===== config.mk =====
export PLATFORM = sky130hd
export DESIGN_NAME = song_gen
export DESIGN_NICKNAME = d
export VERILOG_FILES = /design/src/rtl/song_pkg.sv /design/src/rtl/song_lfsr.sv /design/src/rtl/song_gen.sv
export SDC_FILE = /design/constraint.sdc
export NUM_CORES = 1
export LEC_CHECK = 0
export BUFFER_PORTS_ARGS = -buffer_cell sky130_fd_sc_hd__buf_2
export CAP_MARGIN = 30
export CORE_MARGIN = 3
export CORE_UTILIZATION = 59
export DETAILED_ROUTE_END_ITERATION = 10
export GPL_TIMING_DRIVEN = 0
export MAX_ROUTING_LAYER = met4
export PLACE_DENSITY = 0.84
export REMOVE_ABC_BUFFERS = 1
export SLEW_MARGIN = 25
export SYNTH_ARGS = -nofsm -noshare
export SYNTH_HDL_FRONTEND = slang
export SYNTH_SLANG_ARGS = --single-unit

===== constraint.sdc =====
create_clock -name clk -period 7.7 [get_ports clk]
set_input_delay 0.385 -clock clk [delete_from_list [all_inputs] [get_ports clk]]
set_output_delay 0.385 -clock clk [all_outputs]
set_load 0.05 [all_outputs]

===== src/rtl/song_pkg.sv =====
// rtl/song_pkg.sv - shared types, constants and LFSR step for the song generator
package song_pkg;

    localparam int NOTE_W   = 3;
    localparam int NIBBLE_W = 4;
    localparam int NOTES    = 8;

    // Right-shifting Fibonacci LFSR, taps 16,14,13,11 -> state bits 0,2,3,5 feed bit 15
    localparam logic [15:0] LFSR_TAPS    = 16'h002D;
    localparam logic [15:0] DEFAULT_SEED = 16'hACE1;

    typedef enum logic [2:0] {
        ST_IDLE,
        ST_GEN,
        ST_WRITE,
        ST_START,
        ST_WAIT_END
    } state_e;

    function automatic logic [15:0] lfsr_next(input logic [15:0] cur);
        return {^(cur & LFSR_TAPS), cur[15:1]};
    endfunction

endpackage


===== src/rtl/song_lfsr.sv =====
// rtl/song_lfsr.sv - free-running 16-bit Fibonacci LFSR used as the note source
module song_lfsr
    import song_pkg::*;
(
    input  logic        clk,
    input  logic        reset,
    input  logic [15:0] seed,
    output logic [15:0] out
);

    logic [15:0] lfsr_q;

    // Step every cycle regardless of the FSM so user timing perturbs the sequence
    always_ff @(posedge clk) begin
        if (reset) begin
            lfsr_q <= seed;
        end else begin
            lfsr_q <= lfsr_next(lfsr_q);
        end
    end

    assign out = lfsr_q;

endmodule


===== src/rtl/song_gen.sv =====
// rtl/song_gen.sv - random 8-note song generator and game handshake FSM (option: SONG_GEN_NO_REPEAT_EN)
module song_gen
    import song_pkg::*;
#(
    parameter logic [15:0] SEED  = DEFAULT_SEED,
    parameter int          NOTES = song_pkg::NOTES
)(
    input  logic        clk,
    input  logic        reset,
    input  logic        new_game,
    input  logic        game_end,
    output logic [31:0] data_in,
    output logic        write_enable,
    output logic        game_start,
    output logic        busy,
    output logic [7:0]  song_count
);

    state_e             state_q;
    logic [2:0]         idx_q;
    logic [31:0]        data_q;
    logic               we_q;
    logic               gs_q;
    logic               busy_q;
    logic [7:0]         count_q;
    logic [15:0]        lfsr_w;
    logic [NOTE_W-1:0]  cand_d;
    logic               accept_d;
    logic               lfsr_unused;

    song_lfsr u_lfsr (
        .clk   (clk),
        .reset (reset),
        .seed  (SEED),
        .out   (lfsr_w)
    );

    assign cand_d      = lfsr_w[NOTE_W-1:0];
    assign lfsr_unused = ^lfsr_w[15:NOTE_W];

`ifdef SONG_GEN_NO_REPEAT_EN
    logic [NOTE_W-1:0]  prev_q;

    // Silence is never a note; the first note has no predecessor to collide with
    assign accept_d = (cand_d != '0) && ((idx_q == 3'd0) || (cand_d != prev_q));

    // Remember the last accepted note for the repeat filter
    always_ff @(posedge clk) begin
        if (reset) begin
            prev_q <= '0;
        end else if (state_q == ST_GEN && accept_d) begin
            prev_q <= cand_d;
        end
    end
`else
    // Silence is never a note; repeats are allowed
    assign accept_d = (cand_d != '0);
`endif

    // Main FSM with all outputs registered alongside the state
    always_ff @(posedge clk) begin
        if (reset) begin
            state_q <= ST_IDLE;
            idx_q   <= 3'd0;
            data_q  <= 32'd0;
            we_q    <= 1'b0;
            gs_q    <= 1'b0;
            busy_q  <= 1'b0;
            count_q <= 8'd0;
        end else begin
            case (state_q)
                ST_IDLE: begin
                    if (new_game) begin
                        state_q <= ST_GEN;
                        idx_q   <= 3'd0;
                        data_q  <= 32'd0;
                        busy_q  <= 1'b1;
                    end
                end
                ST_GEN: begin
                    if (accept_d) begin
                        data_q[{idx_q, 2'b00} +: NOTE_W] <= cand_d;
                        idx_q <= idx_q + 3'd1;
                        if (idx_q == 3'(NOTES - 1)) begin
                            state_q <= ST_WRITE;
                            we_q    <= 1'b1;
                        end
                    end
                end
                ST_WRITE: begin
                    we_q    <= 1'b0;
                    gs_q    <= 1'b1;
                    state_q <= ST_START;
                end
                ST_START: begin
                    gs_q    <= 1'b0;
                    state_q <= ST_WAIT_END;
                end
                ST_WAIT_END: begin
                    if (game_end) begin
                        state_q <= ST_IDLE;
                        busy_q  <= 1'b0;
                        count_q <= count_q + 8'd1;
                    end
                end
                default: begin
                    state_q <= ST_IDLE;
                    we_q    <= 1'b0;
                    gs_q    <= 1'b0;
                    busy_q  <= 1'b0;
                end
            endcase
        end
    end

    assign data_in      = data_q;
    assign write_enable = we_q;
    assign game_start   = gs_q;
    assign busy         = busy_q;
    assign song_count   = count_q;

endmodule


# Word level (Yosys, flattened, before mapping)
# Index checks and enable logic that the tools add are counted.
[word_totals]
register_bits = 65
latchBits = 0
ramBits = 0
romBits = 0
out_inout_bits = 43
memories = 0
[classes]
n_addsub = 3
mul = 0
div_mod_pow = 0
n_lt_le_gt_ge = 0
n_eq_ne = 9
shifts = 2
n_mux = 19
n_bitwise = 2
reduce_logical = 12
[op_table]
columns = ["operator", "n"]
rows = [
  ["32-bit two-way mux", 2],
  ["32-bit case mux with 2 select lines", 1],
  ["32-bit bitwise mux", 1],
  ["3-bit by 7-bit variable shift with 32-bit output (first input constant)", 1],
  ["3-bit by 7-bit indexed part select with 32-bit output", 1],
  ["3-bit two-way mux", 6],
  ["16-bit XOR reduction", 1],
  ["3-bit case mux with 5 select lines", 1],
  ["3-bit AND reduction", 3],
  ["3-bit OR reduction", 3],
  ["8-bit by 1-bit adder with 8-bit output (second input constant)", 1],
  ["2-bit != test (second input constant)", 4],
  ["5-bit negation with 7-bit output", 1],
  ["3-bit by 2-bit equality test with 1-bit output (second input constant)", 2],
  ["3-bit equality test (second input constant)", 2],
  ["3-bit case mux with 2 select lines", 1],
  ["1-bit two-way mux", 4],
  ["1-bit case mux with 2 select lines", 2],
  ["4-bit AND reduction", 1],
  ["3-bit by 1-bit adder with 3-bit output (second input constant)", 1],
  ["3-bit by 1-bit equality test with 1-bit output (second input constant)", 1],
  ["3-bit zero test", 1],
  ["1-bit case mux with 3 select lines", 1],
  ["3-bit nonzero test", 1],
  ["other kinds (3)", 4],
]

# Depth between registers and ports, before layout
# Gate-level depths: netlist (run 1).
[depth]
ltp_word = 5
depth_mapped = 9
ltp_nobuf = 7

# Cells and area by module
# A second synthesis (run 1) with hierarchy kept.
[hier_totals]
hier_cells = 280
hier_area_um2 = 2596.2
[modules_own_cells]
columns = ["module", "n_inst", "cells_per_inst", "area_each_um2"]
rows = [
  ["song_gen", 1, 242, 2010.7],
  ["song_lfsr", 1, 38, 585.6],
]

# Worst setup path before layout (run 1)
# Ideal clock, no wire load.
[synth_path]
path_type = "flip-flop to flip-flop"
startpoint = "register idx_q[0]"
endpoint = "register data_q[0], in the netlist data_in[0]"
setup_ns = 0.132
arrival_time_ns = 2.491
t_required_ns = 7.568
slack_ns = 5.077
stages_incl_launch_ff = 10
n_path_buf = 2
cell_sequence = "dfxtp_1 > clkbuf_1 > inv_1 > ha_1 > ha_1 > buf_2 > or4b_2 > o31a_1 > o21ai_0 > a21oi_1"
[synth_via]
elab_chain_cells = 5
word_cells_on_any_way = 6
classes_between = "add/sub (1); shift (2); mux (3)"
[synth_rtl]
columns = ["item", "line_no", "text"]
rows = [
  ["start, declared", "song_gen.sv:20", "logic [2:0] idx_q;"],
  ["start signal, assigned", "song_gen.sv:83", "idx_q <= idx_q + 3'd1;"],
  ["5-bit negation with 7-bit output (*)", "song_gen.sv:82", "data_q[{idx_q, 2'b00} +: NOTE_W] <= cand_d;"],
  ["3-bit by 7-bit indexed part select with 32-bit output / 3-bit by 7-bit variable shift with 32-bit output (equally long branches)", "song_gen.sv:82", ""],
  ["32-bit bitwise mux (*)", "song_gen.sv:82", ""],
  ["32-bit two-way mux (*)", "song_gen.sv:81", "if (accept_d) begin"],
  ["32-bit case mux with 2 select lines (*)", "song_gen.sv:71", "case (state_q)"],
  ["end signal, assigned by index", "song_gen.sv:82", ""],
  ["end, declared", "song_gen.sv:21", "logic [31:0] data_q;"],
]
# Every way passes the cells marked *; elsewhere a longest branch is shown, timed or not. The select of a mux whose other input is x is not followed.
# A chain may end at the register's enable or synchronous reset.

# Worst setup path after layout (run 1)
[layout_path]
startpoint = "register idx_q[0]"
endpoint = "register data_q[1], in the netlist data_in[1]"
# The elaborated chain is that of the path after synthesis.

==> results of run 1 <==
==> how the worst min path moves through the flow <==
stage	startpoint	endpoint	slack (ns)
4_1_cts	game_end	state_q[2]	0.40
3_5_place_dp	u_lfsr.out[14]	u_lfsr.out[13]	0.40
2_1_floorplan	u_lfsr.out[11]	u_lfsr.out[10]	0.39
6_report	u_lfsr.out[7]	u_lfsr.out[6]	0.41
3_3_place_gp	u_lfsr.out[11]	u_lfsr.out[10]	0.39
5_1_grt	u_lfsr.out[8]	u_lfsr.out[7]	0.43
==> report_power, final <==
group / switching, mW / leakage, nW / internal (mW)
logic: 0.0399 / 0.579 / 0.0163
registers: 0.00668 / 0.464 / 0.302
clock network: 0.116 / 0.0953 / 0.157
==> cells in the final DEF (no fill, tap or decap), types with 8 or more instances in the layout <==
| cell | synthesis | layout |
|---|---|---|
| sky130_fd_sc_hd__dfxtp_1 | 57 | 57 |
| sky130_fd_sc_hd__buf_2 | 6 | 38 |
| sky130_fd_sc_hd__a21oi_1 | 28 | 28 |
| sky130_fd_sc_hd__nand2_1 | 26 | 26 |
| sky130_fd_sc_hd__o21ai_0 | 21 | 21 |
| sky130_fd_sc_hd__nor2_1 | 17 | 17 |
| sky130_fd_sc_hd__nor2b_1 | 10 | 10 |
| sky130_fd_sc_hd__clkbuf_8 | 0 | 10 |
| sky130_fd_sc_hd__xor2_1 | 8 | 8 |
| sky130_fd_sc_hd__ha_1 | 8 | 8 |
| sky130_fd_sc_hd__conb_1 | 1 | 8 |
==> registers in the layout, indices dropped and copies added, names as in the netlist <==
signal / cells
u_lfsr.out: 16
game_start: 1
idx_q: 3
write_enable: 1
state_q: 3
song_count: 8
busy: 1
data_in: 24
==> cell families after synthesis <==
family                     Yosys count  synth area share (%)
xor gates and xnor gates            10                 3.492
AOI/OAI and AO/OA                   68                 15.11
muxes                                2                0.7980
and+or+nand+nor                     96                 22.54
buffers and inverters               38                 8.429
adders and majority gates            8                 3.990
DFF                                 57                 45.49
other                                1                0.1495
==> metrics by stage <==
stage	instance area (sq um)	hold slack, ns
2_1_floorplan	2350	0.3895
3_3_place_gp	2603	0.3930
3_5_place_dp	2614	0.3973
4_1_cts	2810	0.3987
5_1_grt	2821	0.4319
6_report	2821	0.4123
==> critical path, cell delays in order (launching register included) <==
cell and delay [ns]:
sky130_fd_sc_hd__dfxtp_1 0.57, sky130_fd_sc_hd__inv_1 0.15, sky130_fd_sc_hd__ha_1 0.26, sky130_fd_sc_hd__ha_1 0.46, sky130_fd_sc_hd__or4b_2 0.68, sky130_fd_sc_hd__nor3_1 0.33, sky130_fd_sc_hd__nand3_1 0.13, sky130_fd_sc_hd__a21oi_1 0.16
==> metal layers <==
metal	track usage, %	up-vias	part of all wire, %
met2	29.18	57	45
met1	25.85	907	48
met3	6.108	9	5.8
met5	-	-	0
met4	9.395	0	1.8
li1	-	997	-
==> area by class of cell <==
cell class                      count  share of cell area [%]
Tap cell                           50                   2.217
Multi-Input combinational cell    192                   42.31
Sequential cell                    57                   40.44
Clock buffer                       11                   5.011
Clock inverter                      5                   1.951
Timing Repair Buffer               39                   7.140
Inverter                            7                  0.9313
==> impl_summary.txt, run 1 <==
----------------------------------------------------
[Run status]
  Result of the run ... finished clean

[Layout]
  Area grow syn2layout ... 12.47%
  Final Net Count ... 318
  Final instance count without filler cells ... 361
  Area used by sequential logic in the layout ... 1141 sq um
  Area occupied by multi-input gates ... 1194 sq um
  Total inserted antenna cells ... 0
  Number of filler instances in the final layout ... 317
  Final Core Density ... 69.53%
  Fraction of final layout cells sized beyond drive strength 1 ... 22.83%

[Worst hold path]
  Tightest Hold Check Type ... flip-flop to flip-flop
  Worst hold path stage count ... 1

[Timing]
  Fin crit share ... 36.46%
  Worst slew slack as a fraction of its limit ... 38.46%
  Worst Clk Skew ... 0.007417 ns
  Min cycle time layout ... 2.807 ns
  Final worst slack ... 4.893 ns
  Transition at the pin with the smallest max-transition slack ... 0.9230 ns
  Final Max Slew Viols ... 0
  Total count of hold-check failures in the final report ... 0
  Peak Freq ... 0.3562 GHz
  TNS Setup ... 0 ns
  Number of endpoints failing setup at the final stage ... 0
  Unrepaired setup endpoints after global routing ... false

[Global route]
  Vias in the first global route ... 1739
  Total grt overflow ... 0
  Overall track demand over capacity in global routing ... 20.21%
  First-pass GRT wire length ... 7872 um
  Number of antenna violations at the first check in global routing ... 0
  Largest net degree at the start of global routing ... 58

[Synthesis]
  Post-synthesis instance area ... 2509 sq um
  Largest cells by area after synthesis ... sky130_fd_sc_hd__dfxtp_1 (45%), sky130_fd_sc_hd__a21oi_1 (5.6%), sky130_fd_sc_hd__o21ai_0 (4.2%)
  Dominant register cell in the synthesized netlist ... sky130_fd_sc_hd__dfxtp_1
  Fraction of synthesized cell area taken by the top area cell type ... 45.49%
  Mean instance size in the synthesized netlist ... 8.959 sq um
  Cells after synthesis ... 280
  Library cell with the largest summed area after synthesis ... sky130_fd_sc_hd__dfxtp_1
  Number of synthesized register bits ... 57
  Number of enable-type register cells in the synthesized netlist ... 0
  Share of async-settable or async-resettable flops after synthesis ... 0%
  Total of warnings raised by yosys ... 0
  Post-synthesis sequential area ratio ... 45.49%
  Count leader, synth ... sky130_fd_sc_hd__dfxtp_1
  Count of different cell masters after synthesis ... 46
  Top post-synthesis cells by count ... sky130_fd_sc_hd__dfxtp_1 (57), sky130_fd_sc_hd__a21oi_1 (28), sky130_fd_sc_hd__nand2_1 (26)

[Floorplan]
  Die outline area ... 5070 sq um
  Number of top-level pins ... 47
  Die width ... 71.21 um
  Starting utilization of the core area ... 61.83%
  Standard-cell rows ... 23
  Vertical die dimension ... 71.21 um
  Core footprint ... 4058 sq um

[Routing]
  Via count ... 1970
  Overall routed net length ... 4774 um
  First-iteration detailed-routing DRC count ... 81
  Post-route antenna net violation count ... 0
  DRC Markers ... 0
  Pre-Repair DR Iteration Count ... 4
  Routed len/inst ... 13.22 um
  Vias per cell ... 5.457

[Setup path]
  Crit start category ... flip-flop
  Arrival time worst endpoint ... 3.06 ns
  Reg2Reg Depth ... 7
  First element of the critical path ... idx_q[0]
  Required arrival time at the worst endpoint ... 7.96 ns
  Maximum fanout along the worst path ... 12
  Slack of the worst reg-to-reg path ... 4.89 ns
  Launching point of the worst reg2reg path ... idx_q[0]
  Classification of the worst setup path ... flip-flop to flip-flop
  Crit path to ... data_in[1]
  Reg-to-Reg End ... data_in[1]
  Crit. End Element ... flip-flop

[Clocking]
  Post CTS Setup Buffer Count ... 0
  CTS tree ... done
  CTS Root Cell ... sky130_fd_sc_hd__clkbuf_8
  Depth of the CTS H-tree ... 3
  CTS hold repair buffers ... 0
  Maximum buffer depth of the clock tree ... 2
  Gates resized, CTS repair ... 0
  Worst-path clk slew ... 0.06 ns
  Later-pin clock latency in the skew report ... 0.33 ns
  Number of CTS-inserted buffers ... 9
  Clock sink count ... 57

[Power]
  Total leakage power ... 1.139 nW
  Pwr per Cell Area ... 226.3 nW/um^2
  Power after layout ... 0.6385 mW
  Peak supply drop ... 0.0001198 V

[Placed design]
  Pre-CTS setup slack ... 4.911 ns
  Routability congestion estimate ... 0.8307
  PortBufs ... 38
  HPWL after detailed placement ... 3074 um
  Placed insts ... 344

[Job]
  Maximum capacitance violations ... 0

----------------------------------------------------
Note: power is estimated with default switching activity, not from simulation.
==> run 2: changes to the inputs <==
Settings changed: CORE_UTILIZATION 59 to 55, PLACE_DENSITY 0.84 to 0.79.
Clock period 7.7 ns to 2.8 ns, I/O delays scaled along.
==> impl_summary.txt, run 2 (synthesized netlist as in run 1, its figures left out) <==
----------------------------------------------------
[Run status]
  Result of the run ... finished clean

[Clocking]
  Number of CTS-inserted buffers ... 9 (unchanged)
  Maximum buffer depth of the clock tree ... 2 (unchanged)
  Clock sink count ... 57 (unchanged)
  Worst-path clk slew ... 0.07 ns (about the same)
  CTS Root Cell ... sky130_fd_sc_hd__clkbuf_8
  Later-pin clock latency in the skew report ... 0.34 ns (about the same)
  Depth of the CTS H-tree ... 3 (unchanged)
  CTS tree ... done

[Global route]
  Largest net degree at the start of global routing ... 58 (unchanged)
  Overall track demand over capacity in global routing ... 20.88% (+0.67 points)
  Total grt overflow ... 0 (unchanged)
  First-pass GRT wire length ... 8231 um (+4.6%)
  Number of antenna violations at the first check in global routing ... 0 (unchanged)
  Vias in the first global route ... 1878 (+8.0%)

[Placed design]
  Routability congestion estimate ... 0.7810 (-6.0%)
  HPWL after detailed placement ... 3111 um (+1.2%)
  PortBufs ... 38 (unchanged)
  Placed insts ... 344 (unchanged)

[Floorplan]
  Vertical die dimension ... 73.54 um (+3.3%)
  Die outline area ... 5407 sq um (+6.7%)
  Standard-cell rows ... 23 (unchanged)
  Starting utilization of the core area ... 59.71% (-2.1 points)
  Core footprint ... 4202 sq um (+3.5%)
  Die width ... 73.54 um (+3.3%)
  Number of top-level pins ... 47 (unchanged)

[Setup path]
  Largest stage delay on the critical path ... 0.70 ns (+0.02 ns)
  Classification of the worst setup path ... flip-flop to flip-flop
  Largest delay contributor family on the critical path ... simple AND/OR/NAND/NOR gates
  Crit path buffers/inverters ... 1 (unchanged)
  Slack of the worst reg-to-reg path ... 0.17 ns (-4.72 ns)
  Maximum fanout along the worst path ... 12 (unchanged)
  Arrival time worst endpoint ... 2.85 ns (-0.21 ns)
  Crit path cell chain ... inv_1 -> ha_1 -> ha_1 -> or4b_2 -> o31a_1 -> o21ai_0 -> a21oi_1
  Crit start category ... flip-flop
  Slowest library cell on the worst path ... sky130_fd_sc_hd__or4b_2
  Library cell appearing most often on the critical path ... sky130_fd_sc_hd__ha_1
  Required arrival time at the worst endpoint ... 3.02 ns (-4.94 ns)
  Crit. End Element ... flip-flop

[Layout]
  Max FFs per register ... 24 (unchanged)
  Final instance count without filler cells ... 362 (+0.28%)
  Total inserted antenna cells ... 0 (unchanged)
  Final Core Density ... 68.97% (-0.56 points)
  Final Net Count ... 319 (+0.31%)
  Most common cell after layout, fill and taps aside ... sky130_fd_sc_hd__dfxtp_1
  Number of filler instances in the final layout ... 351 (+11%)
  Fraction of final layout cells sized beyond drive strength 1 ... 23.40% (+0.57 points)
  Commonest cells after routing, fill and taps aside ... sky130_fd_sc_hd__dfxtp_1 (56), sky130_fd_sc_hd__buf_2 (38), sky130_fd_sc_hd__a21oi_1 (28), sky130_fd_sc_hd__nand2_1 (26), sky130_fd_sc_hd__o21ai_0 (21)
  Area grow syn2layout ... 15.51%

[Routing]
  First-iteration detailed-routing DRC count ... 107 (+32%)
  Post-route antenna net violation count ... 0 (unchanged)
  Via count ... 1949 (-1.1%)
  Pre-Repair DR Iteration Count ... 4 (unchanged)
  DRC Markers ... 0 (unchanged)
  Routed len/inst ... 13.46 um (+1.8%)
  Overall routed net length ... 4874 um (+2.1%)
  Vias per cell ... 5.384 (-1.3%)

[Timing]
  Transition at the pin with the smallest max-transition slack ... 0.8178 ns (-0.1052 ns)
  Hold WS ... 0.1571 ns (-0.2552 ns)
  Final Max Slew Viols ... 0 (unchanged)
  Worst Clk Skew ... 0.01001 ns (+0.002595 ns)
  Unrepaired setup endpoints after global routing ... false
  Total count of hold-check failures in the final report ... 0 (unchanged)
  Number of endpoints failing setup at the final stage ... 0 (unchanged)
  Peak Freq ... 0.3802 GHz (+6.7%)
  Worst slew slack as a fraction of its limit ... 44.70% (+6.2 points)
  Fin crit share ... 93.93% (+57 points)
  Min cycle time layout ... 2.630 ns (-0.1771 ns)

[Job]
  Maximum capacitance violations ... 0 (unchanged)

[Power]
  Pwr per Cell Area ... 671.7 nW/um^2 (+200%)
  Total leakage power ... 1.176 nW (+3.3%)
  Internal power ... 1.494 mW (+210%)
  Share of power burned in registers ... 43.6% (-4.8 points)
  Power dissipated by switching net loads ... 0.4523 mW (+180%)
  Gate power share ... 8.1% (-0.7 points)
  Peak supply drop ... 0.0005451 V (+360%)
  Clock network fraction of design power ... 48.2% (+5.4 points)
  Switching share of power ... 23.24% (-2.3 points)

[Worst hold path]
  Tightest Hold Check Type ... input pin to flip-flop

----------------------------------------------------
run 2: cell count changes in the layout (fill, tap and decap cells not counted):
cell,previous run,this run
sky130_fd_sc_hd__bufinv_16,1,3
sky130_fd_sc_hd__buf_16,0,1
sky130_fd_sc_hd__clkinv_2,2,1
sky130_fd_sc_hd__clkinvlp_4,2,1
sky130_fd_sc_hd__dfxtp_1,57,56
sky130_fd_sc_hd__dfxtp_2,0,1
run 2: area by class of cell:
class	instances	area (sq um)	share of cell area, %
Clock buffer	11	141.4	4.879
Inverter	7	26.28	0.9067
Sequential cell	57	1142	39.42
Multi-Input combinational cell	192	1194	41.19
Timing Repair Buffer	40	229.0	7.902
Clock inverter	5	102.6	3.541
Tap cell	50	62.56	2.159
run 2: worst paths after layout:
kind,start,end,cells past startpoint
hold / removal,game_end,state_q[2],4
setup / recovery,idx_q[0],data_in[2],7
setup reg to reg,idx_q[0],data_in[2],7
hold reg to reg,u_lfsr.out[14],u_lfsr.out[13],1
run 2: stage by stage:
step                      setup WS (ns)  total power [mW]  setup TNS (ns)  cell area [sq um]
final                            0.1700             1.947               0               2898
after global routing           0.003483             2.028               0               2898
after floorplan                  0.3001            0.9748               0               2350
after CTS                        0.1478             1.958               0               2859
after global placement          0.02484             1.014               0               2603
after detailed placement      -0.002912             1.016       -0.002912               2614
run 2: worst min-delay path, cell delays in order:
cell	delay, ns
sky130_fd_sc_hd__buf_2	0.11
sky130_fd_sc_hd__inv_1	0.05
sky130_fd_sc_hd__a32oi_1	0.08
sky130_fd_sc_hd__nor2_1	0.08
run 2: power groups by stage:
stage                     clock [mW]  combinational [mW]  sequential, mW
after global routing            1.00               0.173           0.852
after detailed placement           0               0.149           0.867
final                          0.938               0.159           0.850
after floorplan                    0               0.105           0.870
after CTS                      0.958               0.150           0.849
after global placement             0               0.148           0.866
run 2: per-layer routing:
layer | GRT usage [%] | routed length [um]
met5 | - | 0
met4 | 9.054 | 62
met3 | 9.850 | 309
met2 | 32.19 | 2297
met1 | 22.97 | 2203
run 2: what timing repair did:
action / in CTS / in global routing
endpoints found under the setup margin: 3 / 0
resized for setup: 1 / 0
hold buffers: 0 / 0
setup buffers: 0 / 0
